$ cat config.mk
export PLATFORM = sky130hd
export DESIGN_NAME = req_encoder_flat
export DESIGN_NICKNAME = d
export VERILOG_FILES = /design/src/rtl/req_encoder_if.sv /design/src/rtl/req_encoder.sv /design/src/flat_wrapper.sv
export SDC_FILE = /design/constraint.sdc
export NUM_CORES = 1
export LEC_CHECK = 0
export BUFFER_PORTS_ARGS = -buffer_cell sky130_fd_sc_hd__buf_4
export CAP_MARGIN = 20
export CORE_MARGIN = 2
export CORE_UTILIZATION = 55
export DETAILED_ROUTE_END_ITERATION = 12
export GPL_TIMING_DRIVEN = 0
export PLACE_DENSITY_LB_ADDON = 0.05
export SYNTH_ARGS = -nofsm -noshare
export SYNTH_HDL_FRONTEND = slang
export SYNTH_SLANG_ARGS = --single-unit
$ cat constraint.sdc
create_clock -name clk -period 2.6 [get_ports clk]
set_input_delay 0.13 -clock clk [delete_from_list [all_inputs] [get_ports clk]]
set_output_delay 0.13 -clock clk [all_outputs]
set_load 0.02 [all_outputs]
$ cat src/rtl/req_encoder_if.sv
// Handshake bundle between a request source/consumer and req_encoder.
// The block is the slave: it takes requests and ready, and returns codes and status.
interface req_encoder_if;
  logic [7:0] data_in;
  logic       load;
  logic       busy;
  logic [2:0] data_out;
  logic       out_valid;
  logic       out_ready;
  logic       done;
  logic [3:0] count;

  modport master (
    output data_in, load, out_ready,
    input  busy, data_out, out_valid, done, count
  );

  modport slave (
    input  data_in, load, out_ready,
    output busy, data_out, out_valid, done, count
  );
endinterface

$ cat src/rtl/req_encoder.sv
// Sequential 8-to-3 priority encoder: serves the set bits of a captured request
// vector lowest-index first, one code per valid/ready handshake, then pulses done.
module req_encoder (
  input  logic          clk,
  input  logic          rst_n,
  req_encoder_if.slave  bus
);

  localparam int unsigned REQ_W  = 8;
  localparam int unsigned CODE_W = 3;
  localparam int unsigned CNT_W  = 4;

  typedef enum logic {
    IDLE  = 1'b0,
    SERVE = 1'b1
  } state_e;

  state_e             state_q, state_d;
  logic [REQ_W-1:0]   pending_q, pending_d;
  logic [CNT_W-1:0]   count_q, count_d;
  logic               done_q, done_d;

  logic [CODE_W-1:0]  low_idx_c;
  logic [REQ_W-1:0]   low_bit_c;

  // Index of the lowest set pending bit; scanning downward lets bit 0 win.
  always_comb begin
    low_idx_c = '0;
    for (int i = int'(REQ_W) - 1; i >= 0; i--) begin
      if (pending_q[i]) low_idx_c = CODE_W'(i);
    end
  end

  // Two's-complement trick isolates the lowest set bit as a one-hot mask.
  assign low_bit_c = pending_q & (~pending_q + REQ_W'(1));

  // Next-state and register updates.
  always_comb begin
    state_d   = state_q;
    pending_d = pending_q;
    count_d   = count_q;
    done_d    = 1'b0;
    case (state_q)
      IDLE: begin
        if (bus.load) begin
          count_d = '0;
          if (bus.data_in != '0) begin
            pending_d = bus.data_in;
            state_d   = SERVE;
          end else begin
            done_d = 1'b1;
          end
        end
      end
      SERVE: begin
        if (bus.out_ready) begin
          pending_d = pending_q & ~low_bit_c;
          count_d   = count_q + CNT_W'(1);
          if (pending_d == '0) begin
            state_d = IDLE;
            done_d  = 1'b1;
          end
        end
      end
      default: state_d = IDLE;
    endcase
  end

  always_ff @(posedge clk or negedge rst_n) begin
    if (!rst_n) begin
      state_q   <= IDLE;
      pending_q <= '0;
      count_q   <= '0;
      done_q    <= 1'b0;
    end else begin
      state_q   <= state_d;
      pending_q <= pending_d;
      count_q   <= count_d;
      done_q    <= done_d;
    end
  end

  // Status decodes straight from the state register; the code is forced to 0 outside SERVE.
  assign bus.busy      = (state_q == SERVE);
  assign bus.out_valid = (state_q == SERVE);
  assign bus.data_out  = (state_q == SERVE) ? low_idx_c : '0;
  assign bus.done      = done_q;
  assign bus.count     = count_q;

endmodule

$ cat src/flat_wrapper.sv
// flat-port wrapper written by rule: the top's interface ports become plain ports
module req_encoder_flat 
  (clk, rst_n, bus_data_in, bus_load, bus_out_ready, bus_busy, bus_data_out, bus_out_valid, bus_done, bus_count);
  req_encoder_if bus_i ();
  input  logic clk;
  input  logic rst_n;
  input wire logic [$bits(bus_i.data_in)-1:0] bus_data_in;
  input wire logic [$bits(bus_i.load)-1:0] bus_load;
  input wire logic [$bits(bus_i.out_ready)-1:0] bus_out_ready;
  output wire logic [$bits(bus_i.busy)-1:0] bus_busy;
  output wire logic [$bits(bus_i.data_out)-1:0] bus_data_out;
  output wire logic [$bits(bus_i.out_valid)-1:0] bus_out_valid;
  output wire logic [$bits(bus_i.done)-1:0] bus_done;
  output wire logic [$bits(bus_i.count)-1:0] bus_count;
  assign bus_i.data_in = bus_data_in;
  assign bus_i.load = bus_load;
  assign bus_i.out_ready = bus_out_ready;
  assign bus_busy = bus_i.busy;
  assign bus_data_out = bus_i.data_out;
  assign bus_out_valid = bus_i.out_valid;
  assign bus_done = bus_i.done;
  assign bus_count = bus_i.count;
  req_encoder u_core (.clk(clk), .rst_n(rst_n), .bus(bus_i));
endmodule
**Yosys cells after proc, flatten, opt, wreduce, memory -nomap -nowiden**

Cells that the tools add are included.

- Add/sub/neg operators: 2
- Equal/unequal tests: 3
- Muxes and demuxes: 26
- Bitwise logic cells: 5
- Reduce and logical (&&, ||, !) cells: 4

Operator list:

| operator | number |
|---|---|
| $mux W3 | 9 |
| $mux W8 | 3 |
| $and A8 B8 Y8 | 2 |
| $not A8 Y8 | 2 |
| $pmux W8 S2 | 1 |
| $add A8 B1 Y8 const B | 1 |
| $logic_not A8 Y1 | 1 |
| $mux W1 | 8 |
| $mux W4 | 2 |
| $pmux W4 S2 | 1 |
| $reduce_bool A8 Y1 | 1 |
| $add A4 B1 Y4 const B | 1 |
| $ne A2 B2 Y1 const B | 2 |
| $pmux W1 S2 | 2 |
| $reduce_and A3 Y1 | 1 |
| $ne A2 B1 Y1 const B | 1 |
| $reduce_and A2 Y1 | 1 |
| $not A1 Y1 | 1 |

- Register bits: 14
- Input bits: 12
- Output and inout port bits: 10
- Word-level logic and storage cells: 44

**Logic depth before layout (Yosys ltp)**

- Depth after elaboration: 9
- Depth in mapped cells: 6
- Mapped depth without buffers: 4

**Worst setup path after synthesis**

OpenSTA, ideal clock, no wires.

- Path type: register to output
- Start: reg u_core.pending_q[0]
- End: out bus_data_out[2]
- Data arrival time: 1,585 ps
- Data required time: 2,470 ps
- Setup slack: 885 ps
- Stages on the path, launching flop included: 5
- Path buffers: 2
- Path through: dfrtp_1 > buf_6 > or4_4 > buf_6 > nor3_1

- Longest elaborated chain between the ends: 2

Ends and longest elaborated chain:

| item | RTL line | text |
|---|---|---|
| start, declared | req_encoder.sv:19 | `logic [REQ_W-1:0] pending_q, pending_d;` |
| start signal, assigned | req_encoder.sv:77 | `pending_q <= pending_d;` |
| $mux W3 | req_encoder.sv:30 | `if (pending_q[i]) low_idx_c = CODE_W'(i);` |
| $mux W3 | req_encoder.sv:86 | `assign bus.data_out = (state_q == SERVE) ? low_idx_c : '0;` |
| end, declared | flat_wrapper.sv:11 | `output wire logic [$bits(bus_i.data_out)-1:0] bus_data_out;` |

No other way between the ends.

**Worst setup path in the final report**

- Start: reg u_core.pending_q[3]
- End: out bus_data_out[2]

- Longest elaborated chain between the ends: 5

Ends and longest elaborated chain:

| item | RTL line |
|---|---|
| $mux W3 (4 in a row) | req_encoder.sv:30 |
| $mux W3 | req_encoder.sv:86 |

No other way between the ends.

==> metrics.txt <==
Starting Density=58.1%; DP Cell Count=126; grt ovf=0; commonest non-fill, non-tap cell in the layout=buf_4; asr flop ratio synth=100%; Crit Path Class=reg -> out; R2R Setup Slk=0.86 ns; TritonCTS Buffers=3; TritonRoute pass-1 iters=4; DIE AREA=1930 µm²; worst setup path end=bus_data_out[2]; Final HPWL DP=1400 µm; crit path time final=1.90 ns; post-synthesis net count=102; sequential fraction of the synthesis area=40.0%; max-slew violations=0; DRT iter0 DRCs=8; Vias per Instance=6.08; Max clock buf depth=2; fraction of layout cells with a size suffix above 1=29.6%; I/O pin total=22; period utilisation layout=73.0%; Critical Path Fanout Max=7; DRC viols=0; Final nets=129; Die Span X=43.9 µm; vias=797; RSZ-0062 raised after global routing=no; core area=1510 µm²; max frequency=0.527 GHz; Inserted Diodes=0; setup bufs post-CTS=0; number of setup violations in the final report=0; Worst-path clk slew=0.09 ns; chip height=43.9 µm; Total GRT Usage=24.4%; Worst VDD drop=0.923 mV; Post-DRT Antenna Nets=0; DR WL/cell=14.9 µm; vias in the first global route=742; max cap viols=0; Clock Latency Late Sink=0.29 ns; Cell Area, Synth=876 µm²; H-tree depth=1; Worst-Margin Slew=0.444 ns; #FFs+latches synth=14; Fin. Hold Viols=0; initial antenna violation count=0; clock sink total=14; row cnt=14; CP arrival=1.77 ns; Worst R2R End=u_core.bus.busy$_DFF_PN0_; Routed WL=1950 µm; P_leak=0.000522 µW; largest net degree at the start of global routing=15; Post-Syn Instances=89; Hold Path Class=in -> reg; Synth Warn #=0; Fin Hold WS=0.0511 ns; PD cells=1310 nW/µm²; CP Data Required Time=2.47 ns; cell area after placement=1050 µm²; Netlist cell types=39; first-pass GRT wire length=3360 µm; root buffer cell=clkbuf_4; Finished Cell Area=1100 µm²; Clock Skew=0.000862 ns; setup TNS after final layout=0 ns; CTS tree=built; GPL Wtd Cong=0.840; number of I/O port buffers=21; reg2reg start=u_core.pending_q[3]$_DFFE_PN0P_; R2R cell count=5; most frequent cells in the layout=buf_4, dfrtp_1, a22o_1, nand2_1, o22ai_1; fillers=123; startpoint types=register; top_reg_cell synth=dfrtp_1; element type at the critical path end=primary output; P&R area growth vs syn=25.6%; Finished Layout Cells=131; Post-Syn Area per Cell=9.84 µm²; run status=finished clean; EDFF count, synth=0; origin of the worst setup path=u_core.pending_q[3]$_DFFE_PN0P_; total power draw=1440 µW; worst relative slew slack=70.4%
Yosys cell counts, types with 2 or more instances:
cell / instances / share of area (%)
nor2_1: 4 / 1.7
buf_6: 3 / 3.9
o21bai_1: 2 / 1.7
nor3_1: 4 / 2.3
xor2_1: 2 / 2.0
buf_4: 2 / 1.7
nor4_1: 4 / 2.9
o21ai_0: 2 / 1.1
nand2_1: 7 / 3.0
a22o_1: 7 / 7.0
inv_1: 3 / 1.3
o21ai_1: 4 / 2.3
o22ai_1: 6 / 4.3
dfrtp_1: 14 / 40
layer usage:
metal | part of all wire, % | vias to the layer above | global-route usage [%]
met2 | 47 | 28 | 36.5
met1 | 44 | 376 | 33.2
met5 | 0 | - | 0
met4 | 2.5 | 0 | 12.7
li1 | - | 388 | -
met3 | 5.7 | 5 | 5.00
power breakdown:
part | leakage [µW] | switching, µW | total, µW | internal, µW
logic | 0.000321 | 429 | 846 | 417
clock network | 0.0000210 | 77.4 | 163 | 85.4
registers | 0.000180 | 124 | 433 | 308
cells by family after synthesis:
| family | Yosys count | synth area share (%) |
|---|---|---|
| AND/OR/NAND/NOR | 26 | 15.4 |
| flip-flops | 14 | 40.0 |
| adder cells (fa/ha/maj) | 2 | 2.57 |
| multiplexers | 1 | 1.14 |
| AO/OA/AOI/OAI | 32 | 29.6 |
| buffers and inverters | 11 | 8.28 |
| XOR/XNOR | 3 | 3.00 |
how the worst min path moves through the flow:
stage	to	slack (ns)	cells past startpoint	from
2_1_floorplan	u_core.bus.busy$_DFF_PN0_	-0.17	0	rst_n
3_3_place_gp	u_core.bus.busy$_DFF_PN0_	-0.01	1	rst_n
3_5_place_dp	u_core.bus.count[1]$_DFFE_PN0P_	-0.01	1	rst_n
4_1_cts	u_core.bus.count[0]$_DFFE_PN0P_	0.05	2	bus_load
5_1_grt	u_core.bus.count[2]$_DFFE_PN0P_	0.04	2	bus_load
6_report	u_core.bus.count[2]$_DFFE_PN0P_	0.05	2	bus_load
critical path, cell delays in order, from the launching register on:
cell and delay (ns):
dfrtp_1 0.44, or4_4 0.55, buf_6 0.15, nor3_1 0.16, buf_4 0.17
per-stage QoR:
step	setup slack [ns]	utilization, %
detailed placement	0.897	69.9
CTS	0.695	73.0
global placement	0.906	69.9
global route	0.642	73.0
floorplan	0.885	-
finish	0.703	73.0
state kept, by name, indices dropped and copies added, names as in the netlist:
name and flops:
u_core.bus.done 1, u_core.pending_q 8, u_core.bus.busy 1, u_core.bus.count 4
area by class of cell:
class / count / area (µm²) / area share [%]
Multi-Input combinational cell: 64 / 453 / 41.2
Sequential cell: 14 / 350 / 31.9
Timing Repair Buffer: 22 / 168 / 15.2
Buffer: 8 / 61.3 / 5.57
Clock buffer: 4 / 36.3 / 3.30
Tap cell: 16 / 20.0 / 1.82
Inverter: 3 / 11.3 / 1.02
what timing repair did:
| action | CTS | global route |
|---|---|---|
| endpoints found under the hold margin | 14 | 0 |
| gates resized for setup | 0 | 0 |
| endpoints found under the setup margin | 0 | 0 |
| hold buffers | 1 | 0 |
Power figures use the tool's default switching activity.
